$ cat src/rtl/rl_ram_pkg.sv
// ---------------------------------------------------------------------------
// rl_ram_pkg
// Shared definitions for the rl_ram_* request-side blocks.
//   - log2_ceil : constant function that sizes pointers and counters
//                 from a buffer depth.
//   - rl_ram_req_t : one RAM request {we, addr, be, din} at the default
//                 macro geometry (RL_ABITS x RL_DBITS).
// ---------------------------------------------------------------------------
package rl_ram_pkg;

  localparam int RL_ABITS  = 10;
  localparam int RL_DBITS  = 32;
  localparam int RL_BEBITS = (RL_DBITS + 7) / 8;

  typedef struct packed {
    logic                 we;
    logic [RL_ABITS-1:0]  addr;
    logic [RL_BEBITS-1:0] be;
    logic [RL_DBITS-1:0]  din;
  } rl_ram_req_t;

  // Smallest r with 2**r >= value; returns 0 for value <= 1.
  function automatic int log2_ceil(input int value);
    int r;
    r = 0;
    for (int i = 0; i < 32; i++) begin
      if ((1 << r) < value) begin
        r = r + 1;
      end
    end
    return r;
  endfunction

endpackage

$ cat src/rtl/rl_ram_rsp_fifo.sv
// ---------------------------------------------------------------------------
// rl_ram_rsp_fifo
// Small pointer/count response buffer holding read data that the consumer
// could not take yet. Depth is a power of two so the pointers wrap on
// their own.
// Ports:
//   clk, rstn  clock, asynchronous active-low reset
//   push, din  write one word at the tail
//   pop        remove the head word (ignored while empty)
//   dout       head word (meaningful only while !empty)
//   empty      no words stored
//   cnt        number of stored words, 0..DEPTH
// ---------------------------------------------------------------------------
module rl_ram_rsp_fifo
  import rl_ram_pkg::*;
#(
  parameter int DEPTH = 2,
  parameter int DBITS = 32,
  localparam int PW   = log2_ceil(DEPTH)
) (
  input  logic             clk,
  input  logic             rstn,
  input  logic             push,
  input  logic [DBITS-1:0] din,
  input  logic             pop,
  output logic [DBITS-1:0] dout,
  output logic             empty,
  output logic [PW:0]      cnt
);

  logic [DBITS-1:0] mem_q [DEPTH];
  logic [PW-1:0]    wr_ptr_q, wr_ptr_d;
  logic [PW-1:0]    rd_ptr_q, rd_ptr_d;
  logic [PW:0]      cnt_q, cnt_d;
  logic             pop_eff;

  assign empty   = (cnt_q == '0);
  assign cnt     = cnt_q;
  assign dout    = mem_q[rd_ptr_q];
  assign pop_eff = pop & ~empty;

  always_comb begin
    wr_ptr_d = wr_ptr_q;
    rd_ptr_d = rd_ptr_q;
    if (push) begin
      wr_ptr_d = wr_ptr_q + PW'(1);
    end
    if (pop_eff) begin
      rd_ptr_d = rd_ptr_q + PW'(1);
    end
    cnt_d = cnt_q + (PW+1)'(push) - (PW+1)'(pop_eff);
  end

  always_ff @(posedge clk or negedge rstn) begin
    if (!rstn) begin
      wr_ptr_q <= '0;
      rd_ptr_q <= '0;
      cnt_q    <= '0;
    end else begin
      wr_ptr_q <= wr_ptr_d;
      rd_ptr_q <= rd_ptr_d;
      cnt_q    <= cnt_d;
    end
  end

  // Storage needs no reset: a word is only ever read after it was pushed.
  always_ff @(posedge clk) begin
    if (push) begin
      mem_q[wr_ptr_q] <= din;
    end
  end

  // The credit scheme upstream must make a push into a full buffer impossible.
  a_no_overflow : assert property (@(posedge clk) disable iff (!rstn)
                                   !(push && (cnt_q == (PW+1)'(DEPTH))));

endmodule

$ cat src/rtl/rl_ram_1rw_req_ctrl.sv
// ---------------------------------------------------------------------------
// rl_ram_1rw_req_ctrl
// Drives a single-port RAM macro from a valid/ready request stream and
// returns read data on a valid/ready response stream. The RAM's 1-cycle
// unregistered read latency is hidden by tracking one pending read and
// bypassing its data straight to the response port; back-pressure is
// absorbed by a credit-protected response buffer.
// Ports:
//   clk, rstn                       clock, asynchronous active-low reset
//   req_valid/req_ready             request handshake
//   req_we/req_addr/req_be/req_din  request payload (be/din for writes)
//   rsp_valid/rsp_ready/rsp_dout    read-response handshake and data
//   mem_addr/mem_we/mem_be/mem_din  RAM port drive
//   mem_dout                        RAM read data, one cycle after the read
// ---------------------------------------------------------------------------
module rl_ram_1rw_req_ctrl
  import rl_ram_pkg::*;
#(
  parameter int ABITS     = 10,
  parameter int DBITS     = 32,
  parameter int RSP_DEPTH = 2,
  localparam int BEBITS   = (DBITS + 7) / 8,
  localparam int PW       = log2_ceil(RSP_DEPTH)
) (
  input  logic              clk,
  input  logic              rstn,
  input  logic              req_valid,
  output logic              req_ready,
  input  logic              req_we,
  input  logic [ABITS-1:0]  req_addr,
  input  logic [BEBITS-1:0] req_be,
  input  logic [DBITS-1:0]  req_din,
  output logic              rsp_valid,
  input  logic              rsp_ready,
  output logic [DBITS-1:0]  rsp_dout,
  output logic [ABITS-1:0]  mem_addr,
  output logic              mem_we,
  output logic [BEBITS-1:0] mem_be,
  output logic [DBITS-1:0]  mem_din,
  input  logic [DBITS-1:0]  mem_dout
);

  logic             accept;
  logic             rd_pending_q, rd_pending_d;
  logic             fifo_push;
  logic             fifo_pop;
  logic             fifo_empty;
  logic [PW:0]      fifo_cnt;
  logic [DBITS-1:0] fifo_dout;
  logic [PW+1:0]    credits_used;

  // Every read accepted but not yet handed out holds one buffer slot, so
  // the buffer can always absorb the pending read even if the consumer
  // stalls. Writes are stalled too, keeping req_ready independent of req_*.
  assign credits_used = {1'b0, fifo_cnt} + (PW+2)'(rd_pending_q);
  assign req_ready    = (credits_used < (PW+2)'(RSP_DEPTH));
  assign accept       = req_valid & req_ready;

  // The RAM sees the request directly; a non-accepted cycle is just a
  // harmless read whose data nobody looks at.
  assign mem_addr = req_addr;
  assign mem_din  = req_din;
  assign mem_be   = req_be;
  assign mem_we   = accept & req_we;

  assign rd_pending_d = accept & ~req_we;

  always_ff @(posedge clk or negedge rstn) begin
    if (!rstn) begin
      rd_pending_q <= 1'b0;
    end else begin
      rd_pending_q <= rd_pending_d;
    end
  end

  // With the buffer empty the pending read's data goes straight out and is
  // parked only if the consumer stalls. Once the buffer holds anything, new
  // data must queue behind it to keep responses in request order.
  always_comb begin
    rsp_valid = 1'b0;
    rsp_dout  = mem_dout;
    fifo_push = 1'b0;
    fifo_pop  = 1'b0;
    if (fifo_empty) begin
      rsp_valid = rd_pending_q;
      rsp_dout  = mem_dout;
      fifo_push = rd_pending_q & ~rsp_ready;
    end else begin
      rsp_valid = 1'b1;
      rsp_dout  = fifo_dout;
      fifo_push = rd_pending_q;
      fifo_pop  = rsp_ready;
    end
  end

  rl_ram_rsp_fifo #(
    .DEPTH (RSP_DEPTH),
    .DBITS (DBITS)
  ) u_rsp_fifo (
    .clk   (clk),
    .rstn  (rstn),
    .push  (fifo_push),
    .din   (mem_dout),
    .pop   (fifo_pop),
    .dout  (fifo_dout),
    .empty (fifo_empty),
    .cnt   (fifo_cnt)
  );

endmodule

$ cat config.mk
export PLATFORM = sky130hd
export DESIGN_NAME = rl_ram_1rw_req_ctrl
export DESIGN_NICKNAME = d
export VERILOG_FILES = /design/src/rtl/rl_ram_pkg.sv /design/src/rtl/rl_ram_rsp_fifo.sv /design/src/rtl/rl_ram_1rw_req_ctrl.sv
export SDC_FILE = /design/constraint.sdc
export NUM_CORES = 1
export LEC_CHECK = 0
export CAP_MARGIN = 10
export CORE_UTILIZATION = 44
export DETAILED_ROUTE_END_ITERATION = 10
export GPL_TIMING_DRIVEN = 0
export PLACE_DENSITY = 0.87
export SLEW_MARGIN = 25
export SYNTH_ARGS = -nofsm -noshare
export SYNTH_HDL_FRONTEND = slang
export SYNTH_SLANG_ARGS = --single-unit
$ cat constraint.sdc
create_clock -name clk -period 4.8 [get_ports clk]
set_input_delay 0.96 -clock clk [delete_from_list [all_inputs] [get_ports clk]]
set_output_delay 0.96 -clock clk [all_outputs]
set_load 0.01 [all_outputs]
# Word-level counts from Yosys, hierarchy flattened
# Memory sizes are Yosys's and may differ from the RTL's.
# Cells that the tools add are included.
[word_totals]
latchBits = 0
out_inout_bits = 81
word_cells = 26
ff_bits = 5
n_memories = 1
mem_bits_ro = 0
ram_bits = 64
inputBits = 83
[classes]
n_eq_ne = 0
n_bitwise = 8
n_reduce_logical = 1
n_mux = 6
mul = 0
order_cmp = 1
div = 0
shifts = 0
addsub = 5
[memory_table]
columns = ["name", "words", "word_bits", "read_ports", "rd_ports_with_merged_regs", "wr", "line", "text"]
rows = [
  ["u_rsp_fifo.mem_q", 2, 32, 1, 0, 1, "rl_ram_rsp_fifo.sv:31", "logic [DBITS-1:0] mem_q [DEPTH];"],
]
[op_table]
columns = ["op", "count"]
rows = [
  ["$mux W32", 1],
  ["$and A1 B1 Y1", 5],
  ["$mux W1", 5],
  ["$add A2 B1 Y3", 1],
  ["$lt A3 B2 Y1 const B", 1],
  ["$not A1 Y1", 3],
  ["$add A1 B1 Y1 const B", 2],
  ["$add A2 B1 Y2", 1],
  ["$logic_not A2 Y1", 1],
  ["$sub A2 B1 Y2", 1],
]

# Logic depth before layout (Yosys ltp)
[logic_depth]
depth_word = 5
depth_mapped = 8
mapped_depth_nobuf = 7

# Modules after synthesis
# From an unflattened synthesis, not the netlist that was laid out.
[unflattened]
cells_unflattened = 206
area_unflattened_um2 = 3601.0
[by_module_without_submodules]
columns = ["mod", "cells_per_inst", "n_inst", "area_per_inst_um2", "seq_area_each_um2"]
rows = [
  ["rl_ram_rsp_fifo", 116, 1, 2653.8, 2021.9],
  ["rl_ram_1rw_req_ctrl", 90, 1, 947.2, 25.0],
]

# Worst setup path after synthesis
# No wires, ideal clock.
[synth_path]
kind = "input-to-reg"
from = "in rsp_ready"
to = "mem u_rsp_fifo.mem_q[0][0], enable pin"
required_time_ns = 4.379
path_stages = 2
path_slack_ns = 1.889
setup_time_ns = 0.421
arrival_ns = 2.490
path_buffers = 0
cell_sequence = "nor3b_1 nor2_1"
[synth_between]
elab_chain_len = 5
[synth_lines]
columns = ["element", "line", "text"]
rows = [
  ["from (decl)", "rl_ram_1rw_req_ctrl.sv:34", "input logic rsp_ready,"],
  ["$not A1 Y1", "rl_ram_1rw_req_ctrl.sv:87", "fifo_push = rd_pending_q & ~rsp_ready;"],
  ["$and A1 B1 Y1", "rl_ram_1rw_req_ctrl.sv:87", ""],
  ["$mux W1", "rl_ram_1rw_req_ctrl.sv:84", "if (fifo_empty) begin"],
  ["$mux W1", "rl_ram_rsp_fifo.sv:68", "if (push) begin"],
  ["$mux W1 (not written as such)", "rl_ram_rsp_fifo.sv:69", "mem_q[wr_ptr_q] <= din;"],
  ["to (decl)", "rl_ram_rsp_fifo.sv:31", ""],
]
# No other way between the ends.

# Worst setup path in the final report
[layout_path]
from = "in mem_dout[2]"
to = "out rsp_dout[2]"
[layout_between]
elab_chain_len = 1
[layout_lines]
columns = ["element", "line", "text"]
rows = [
  ["from (decl)", "rl_ram_1rw_req_ctrl.sv:40", "input logic [DBITS-1:0] mem_dout"],
  ["$mux W32", "rl_ram_1rw_req_ctrl.sv:84", ""],
  ["to (decl)", "rl_ram_1rw_req_ctrl.sv:35", "output logic [DBITS-1:0] rsp_dout,"],
]
# No other way between the ends.

==> impl_results.md <==
* 1st-pass router iterations at 5
* Final Hold Fails at 0
* Share of power burned in registers at about 30%
* Via count at 2397
* Number of global-route vias before repair at 2335
* Post-synthesis xor/xnor area fraction at less than 1%
* Clk_lat worst skew at 0.33 ns
* DRC at 0
* Cell family with most CP delay: buffers and inverters
* IO Pins at 164
* H-tree Lvls at 3
* Total CTS buffers at 9
* Largest net degree at the start of global routing at 18
* Setup violations, final at 0
* Leakage at 1.88 nW
* CP Data Arrival Time at ~2.3 ns
* Area of the mapped netlist at approximately 3300 sq um
* Die ar. at 7870 sq um
* Hold_sp: u_rsp_fifo.wr_ptr_q
* Adder-cell share of the synthesized area at less than 1%
* Wire per inst at about 15 um
* Vias per cell at 4.96
* Final setup margin at 1.55 ns
* Post-CTS setup buffer count at 0
* Worst-Margin Slew at 0.586 ns
* Int Pwr at 1.73 mW
* Sw power at 0.817 mW
* Number of synthesized register bits at 69
* Worst hold path type: reg2reg
* Crit end category: output port
* Gr ovfl total at 0
* Power Density at 520 nW/um^2
* NumNets Final at ~470
* Cell count after synthesis at 250
* Max-slew violation total from the final report at 0
* Unrepaired setup endpoints after global routing: false
* Max incr delay on CP at ~0.58 ns
* Share of cells above drive strength 1 at 20.6%
* CP Launch Type: input pin
* Clk sinks at 69
* Outcome: complete, no violations
* Finished Core Util at 67.5%
* Max Freq at 0.308 GHz
* Synth Area in Compound Gates at 5.41%
* Syn Nets at between 300 and 400
* N_diodes at 0
* Port buffer count at 117
* Commonest cells after routing, fill and taps aside: clkdlybuf4s50_1 (117), edfxtp_1 (64), buf_4 (51)
* Logic pwr share at 48.6%
* Die Y at 88.7 um
* CP max-delay cell: clkdlybuf4s50_1
* WP data required at 3.84 ns
* Largest family of logic cells by synthesized area: buffers and inverters
* Final setup TNS at 0 ns
* CTS Hold Bufs at 0
* Yosys cell types at 24
* Layout Skew at roughly 0.010 ns
* Syn avg cell area at roughly 13 sq um
* Most common cell after layout, fill and taps aside: clkdlybuf4s50_1
* Clk buf depth at 2
* Setup WS pre-CTS at ~1.6 ns
* Yosys warns at 0
* WP buf/inv at 2
* Sw Ratio at between 30% and 40%
* Mux cell area share after synthesis at approximately 9.7%
* Crit Path Class: in2out
* Total Routing Usage GR at 19.0%
* Final min period at 3.25 ns
* Simple-gate share of the synthesized area at slightly above 7%
* Worst IR Drop VDD at 0.298 mV
* GPL Wtd Cong at 0.681
* Routed wire length at 7430 um
* Root Driver: clkbuf_8
* CTS tree: yes
* DIE WIDTH at 88.7 um
* CTS resizes at 0
* Antenna Nets Post-Route at 0
* Clock share of power at 21.5%
* Clk pin slew, worst setup/hold paths at 0.07 ns
* Crit share post-route at 67.7%
* First-pass GRT wire length at 11000 um
* Initial antenna violation count at 0
* Initial Utilization at roughly 46%
* Worst-path cell chain: clkdlybuf4s50_1 -> nor3_1 -> a21oi_1 -> clkdlybuf4s50_1
* CP Launch Point: mem_dout[2]
* Register area share after synthesis at between 60 and 70%
* Area grow syn2layout at 47.9%
* CP most frequent cell: clkdlybuf4s50_1
* Worst rel slew slack at 60.8%
* MaxCap Viol Count at 0
* DR iter-0 viols at 71
* Critical Path Fanout Max at 3
* Core box area at 7250 sq um
* # rows at 31
* Post-DP HPWL at 5240 um
* RR Startpoint: u_rsp_fifo.cnt[1]
per-stage QoR:
step | power [mW] | instance area, sq um | hold slack (ns) | cells
after floorplan | 1.44 | 3310 | 0.490 | 250
after global placement | 1.99 | 4600 | 0.505 | 466
after detailed placement | 2.03 | 4670 | 0.538 | 468
after CTS | 2.57 | 4900 | 0.553 | 483
after global routing | 2.69 | 4900 | 0.580 | 483
final | 2.54 | 4900 | 0.549 | 483
synth_stat cells:
master	count	share of area, %
a21oi_1	33	5.0
and3b_1	1	0.26
and4b_1	1	0.30
buf_2	6	0.91
buf_4	51	12
buf_6	4	1.4
clkbuf_1	1	0.11
dfrtp_1	5	3.8
edfxtp_1	64	58
ha_1	2	0.76
inv_1	3	0.34
mux2i_1	32	9.7
nand2_1	2	0.23
nand2b_1	2	0.38
nor2_1	1	0.11
nor2b_1	1	0.19
nor3_1	32	4.8
nor3b_1	1	0.23
nor4bb_1	1	0.30
o21ai_1	1	0.15
o221ai_1	1	0.26
or2_1	1	0.19
or3_1	1	0.19
xnor2_1	3	0.79
worst paths after layout:
kind | end | slack, ns | cells past startpoint
max in group asynchronous | rd_pending_q | 3.74 | 1
min in group asynchronous | u_rsp_fifo.wr_ptr_q | 0.86 | 1
setup reg to reg | u_rsp_fifo.mem_q[1][19] | 2.92 | 3
hold / removal | u_rsp_fifo.wr_ptr_q | 0.55 | 2
setup / recovery | rsp_dout[2] | 1.55 | 4
hold reg to reg | u_rsp_fifo.wr_ptr_q | 0.55 | 2
power groups by stage:
stage | Clock [mW] | Combinational (mW) | Sequential (mW)
after floorplan | 0 | 0.672 | 0.768
after global placement | 0 | 1.22 | 0.772
after detailed placement | 0 | 1.25 | 0.775
after CTS | 0.556 | 1.26 | 0.762
after global routing | 0.580 | 1.34 | 0.768
final | 0.546 | 1.24 | 0.762
per-layer routing:
layer / up-vias / part of all wire, % / track usage [%]
li1: 1137 / - / -
met3: 13 / 5.7 / 3.82
met2: 105 / 52 / 32.2
met4: 0 / 1.7 / 7.92
met5: - / 0 / 0
met1: 1142 / 40 / 23.6
logic make-up after synthesis:
| kind of cell | after synthesis |
|---|---|
| AND/OR/NAND/NOR | 44 |
| AO/OA/AOI/OAI | 35 |
| flip-flops | 69 |
| adder cells (fa/ha/maj) | 2 |
| multiplexers | 32 |
| XOR/XNOR | 3 |
| buffers and inverters | 65 |
worst register-to-register path: stages, from the launching register on:
cell	delay, ns
dfrtp_1	0.41
nor3b_1	0.53
and3b_2	0.45
buf_16	0.24
final cells by class:
class	count	area, sq um
Tap cell	99	124
Sequential cell	69	2050
Timing Repair Buffer	119	1230
Multi-Input combinational cell	116	798
Buffer	62	462
Fill cell	533	2360
Clock buffer	10	128
Clock inverter	5	100
Inverter	3	11.3
flip-flops by register name, indices dropped and copies added (netlist names):
register and flops:
u_rsp_fifo.mem_q 64, u_rsp_fifo.cnt 2, rd_pending_q 1, u_rsp_fifo.wr_ptr_q 1, u_rsp_fifo.rd_ptr_q 1
Note: power is estimated with default switching activity, not from simulation.
==> RTL edit: new RTL, same settings <==
Change the parameter `RSP_DEPTH` from 2 to 4.
--- a/src/rtl/rl_ram_1rw_req_ctrl.sv
+++ b/src/rtl/rl_ram_1rw_req_ctrl.sv
@@ -20,3 +20,3 @@
   parameter int DBITS     = 32,
-  parameter int RSP_DEPTH = 2,
+  parameter int RSP_DEPTH = 4,
   localparam int BEBITS   = (DBITS + 7) / 8,
Function: changed (Yosys sat finds a counterexample within 4 cycles, from zero or initial values and one cycle with rstn low).
==> RTL edit against the unedited design <==
Cell count grew 28%. Total power grew 74%. Clock power grew to 2.5 times the old value. Final area grew 63%. Combinational power grew 28%. Area after synthesis grew 77%. Wire length grew 52%. Sequential cell count grew 67. Worst setup slack lost 0.22 ns.
==> RTL edit: results (changes against the unedited design) <==
| Metric | Value |
|---|---|
| Outcome | completed |
| Placer Congestion | 0.693 (+1.8%) |
| Critical Path AT | 2.51 ns (+0.22 ns) |
| Worst Path Max Fanout | 10 (+7) |
| Input/output buffers | 117 (unchanged) |
| Largest register FFs | 128 (+100%) |
| Synth async-reset ratio | 0.0588 (-0.0136) |
| Hold path cells | 1 (-1) |
| Via count | 3036 (+27%) |
| CTS clock-pin slew for the worst setup and hold paths | 0.06 ns |
| Seq/Total Area, Yosys | 0.690 (+0.0715) |
| Tot GR Track Use | 0.174 (-0.0154) |
| Share of layout cells above drive strength 1 | 0.358 (+0.152) |
| Clock Latency Late Sink | 0.41 ns (+0.08 ns) |
| Peak supply drop | 288 µV (-3.5%) |
| Synth Net Count | 382 (+14%) |
| First-pass GRT wire length | 17800 µm (+62%) |
| Iter 0 DRT Violations | 77 (+8.5%) |
| Final nets | 522 (+12%) |
| Leak | 2.83 nW (+51%) |
| Initial antenna violation count | 0 (unchanged) |
| Root Buffer | clkbuf_16 |
| Post-DP HPWL | 7390 µm (+41%) |
| Slowest stage delay, CP | 0.50 ns (-0.08 ns) |
| Distinct cell type count after synthesis | 25 (+4.2%) |
| Diode count | 0 (unchanged) |
| Clock buffer count from CTS | 17 (+8) |
| Slew headroom | 0.644 (+0.0362) |
| Maximum clock path buffer count | 2 (unchanged) |
| First-pass iteration count of the detailed router | 6 (+1) |
| Largest net degree at the start of global routing | 18 (unchanged) |
| EDFF count, synth | 128 (+100%) |
| Worst hold path type | reg2reg |
| Commonest cells post-synth | edfxtp_1 (128), buf_4 (46), mux2_2 (33) |
| Post-detailed-route wirelength per cell | 18.3 µm (+19%) |
| Synth area leaders | edfxtp_1 (66%), mux4_2 (11%), mux2_2 (6.3%) |
| Worst Reg-to-Reg Cells | 8 (+5) |
| H-tree depth | 4 (+1) |
| Setup Skew | 0.00724 ns (-0.00318 ns) |
| Vias in the first global route | 3331 (+43%) |
| Slowest-stage cell, CP | clkdlybuf4s50_1 |
| Total grt overflow | 0 (unchanged) |
RTL edit: changes by cell type after synthesis, sizes merged, moves of 3 or more:
cell / before / now
dfrtp: 5 / 8
and2: 0 / 4
inv: 3 / 7
buf: 61 / 56
edfxtp: 64 / 128
mux2: 0 / 33
nor3: 32 / 1
ha: 2 / 7
mux2i: 32 / 1
a21oi: 33 / 0
mux4: 0 / 32
RTL edit: worst paths after layout:
kind,start,endpoint,slack [ns]
min in group asynchronous,rstn,rd_pending_q,0.83
max reg2reg,u_rsp_fifo.cnt[2],u_rsp_fifo.cnt[2],2.54
min reg2reg,u_rsp_fifo.wr_ptr_q[1],u_rsp_fifo.wr_ptr_q[1],0.59
max in group asynchronous,rstn,u_rsp_fifo.rd_ptr_q[1],3.70
min,u_rsp_fifo.wr_ptr_q[1],u_rsp_fifo.wr_ptr_q[1],0.59
max,u_rsp_fifo.cnt[2],rsp_dout[5],1.33
RTL edit: cell families after synthesis:
group | share of synthesized area
adder cells (fa/ha/maj) | 0.0184
XOR/XNOR | 0.00598
multiplexers | 0.191
flip-flops | 0.690
AO/OA/AOI/OAI | 0.00320
AND/OR/NAND/NOR | 0.0149
buffers and inverters | 0.0769
RTL edit: final cells by class:
| class | instances | area [µm²] |
|---|---|---|
| buffer | 57 | 424 |
| clock buffer | 19 | 453 |
| multi-input combinational | 91 | 1370 |
| timing repair buffer | 121 | 1280 |
| sequential | 136 | 4040 |
| clock inverter | 13 | 176 |
| inverter | 7 | 26.3 |
| fill | 923 | 4830 |
| tap | 172 | 215 |
RTL edit: layer usage:
layer	track usage	up-vias	routed length (µm)
met1	0.204	1526	4710
met2	0.304	107	5970
met5	0	-	0
met3	0.0516	14	488
met4	0.0609	0	124
li1	-	1389	-
RTL edit: power breakdown:
part           internal [mW]  total (mW)  leakage (nW)  switching, mW
Combinational          0.944        1.59          1.27          0.647
Sequential              1.42        1.47          1.25         0.0508
Clock                  0.892        1.37         0.305          0.477
RTL edit: metrics by stage:
| stage | worst slack (ns) | area [µm²] | util | instances |
|---|---|---|---|---|
| floorplan | 2.38 | 5860 | - | 291 |
| global placement | 1.26 | 7250 | 0.565 | 580 |
| detailed placement | 1.60 | 7360 | 0.574 | 584 |
| CTS | 1.27 | 7990 | 0.623 | 616 |
| global route | 1.19 | 7990 | 0.623 | 616 |
| finish | 1.33 | 7990 | 0.623 | 616 |
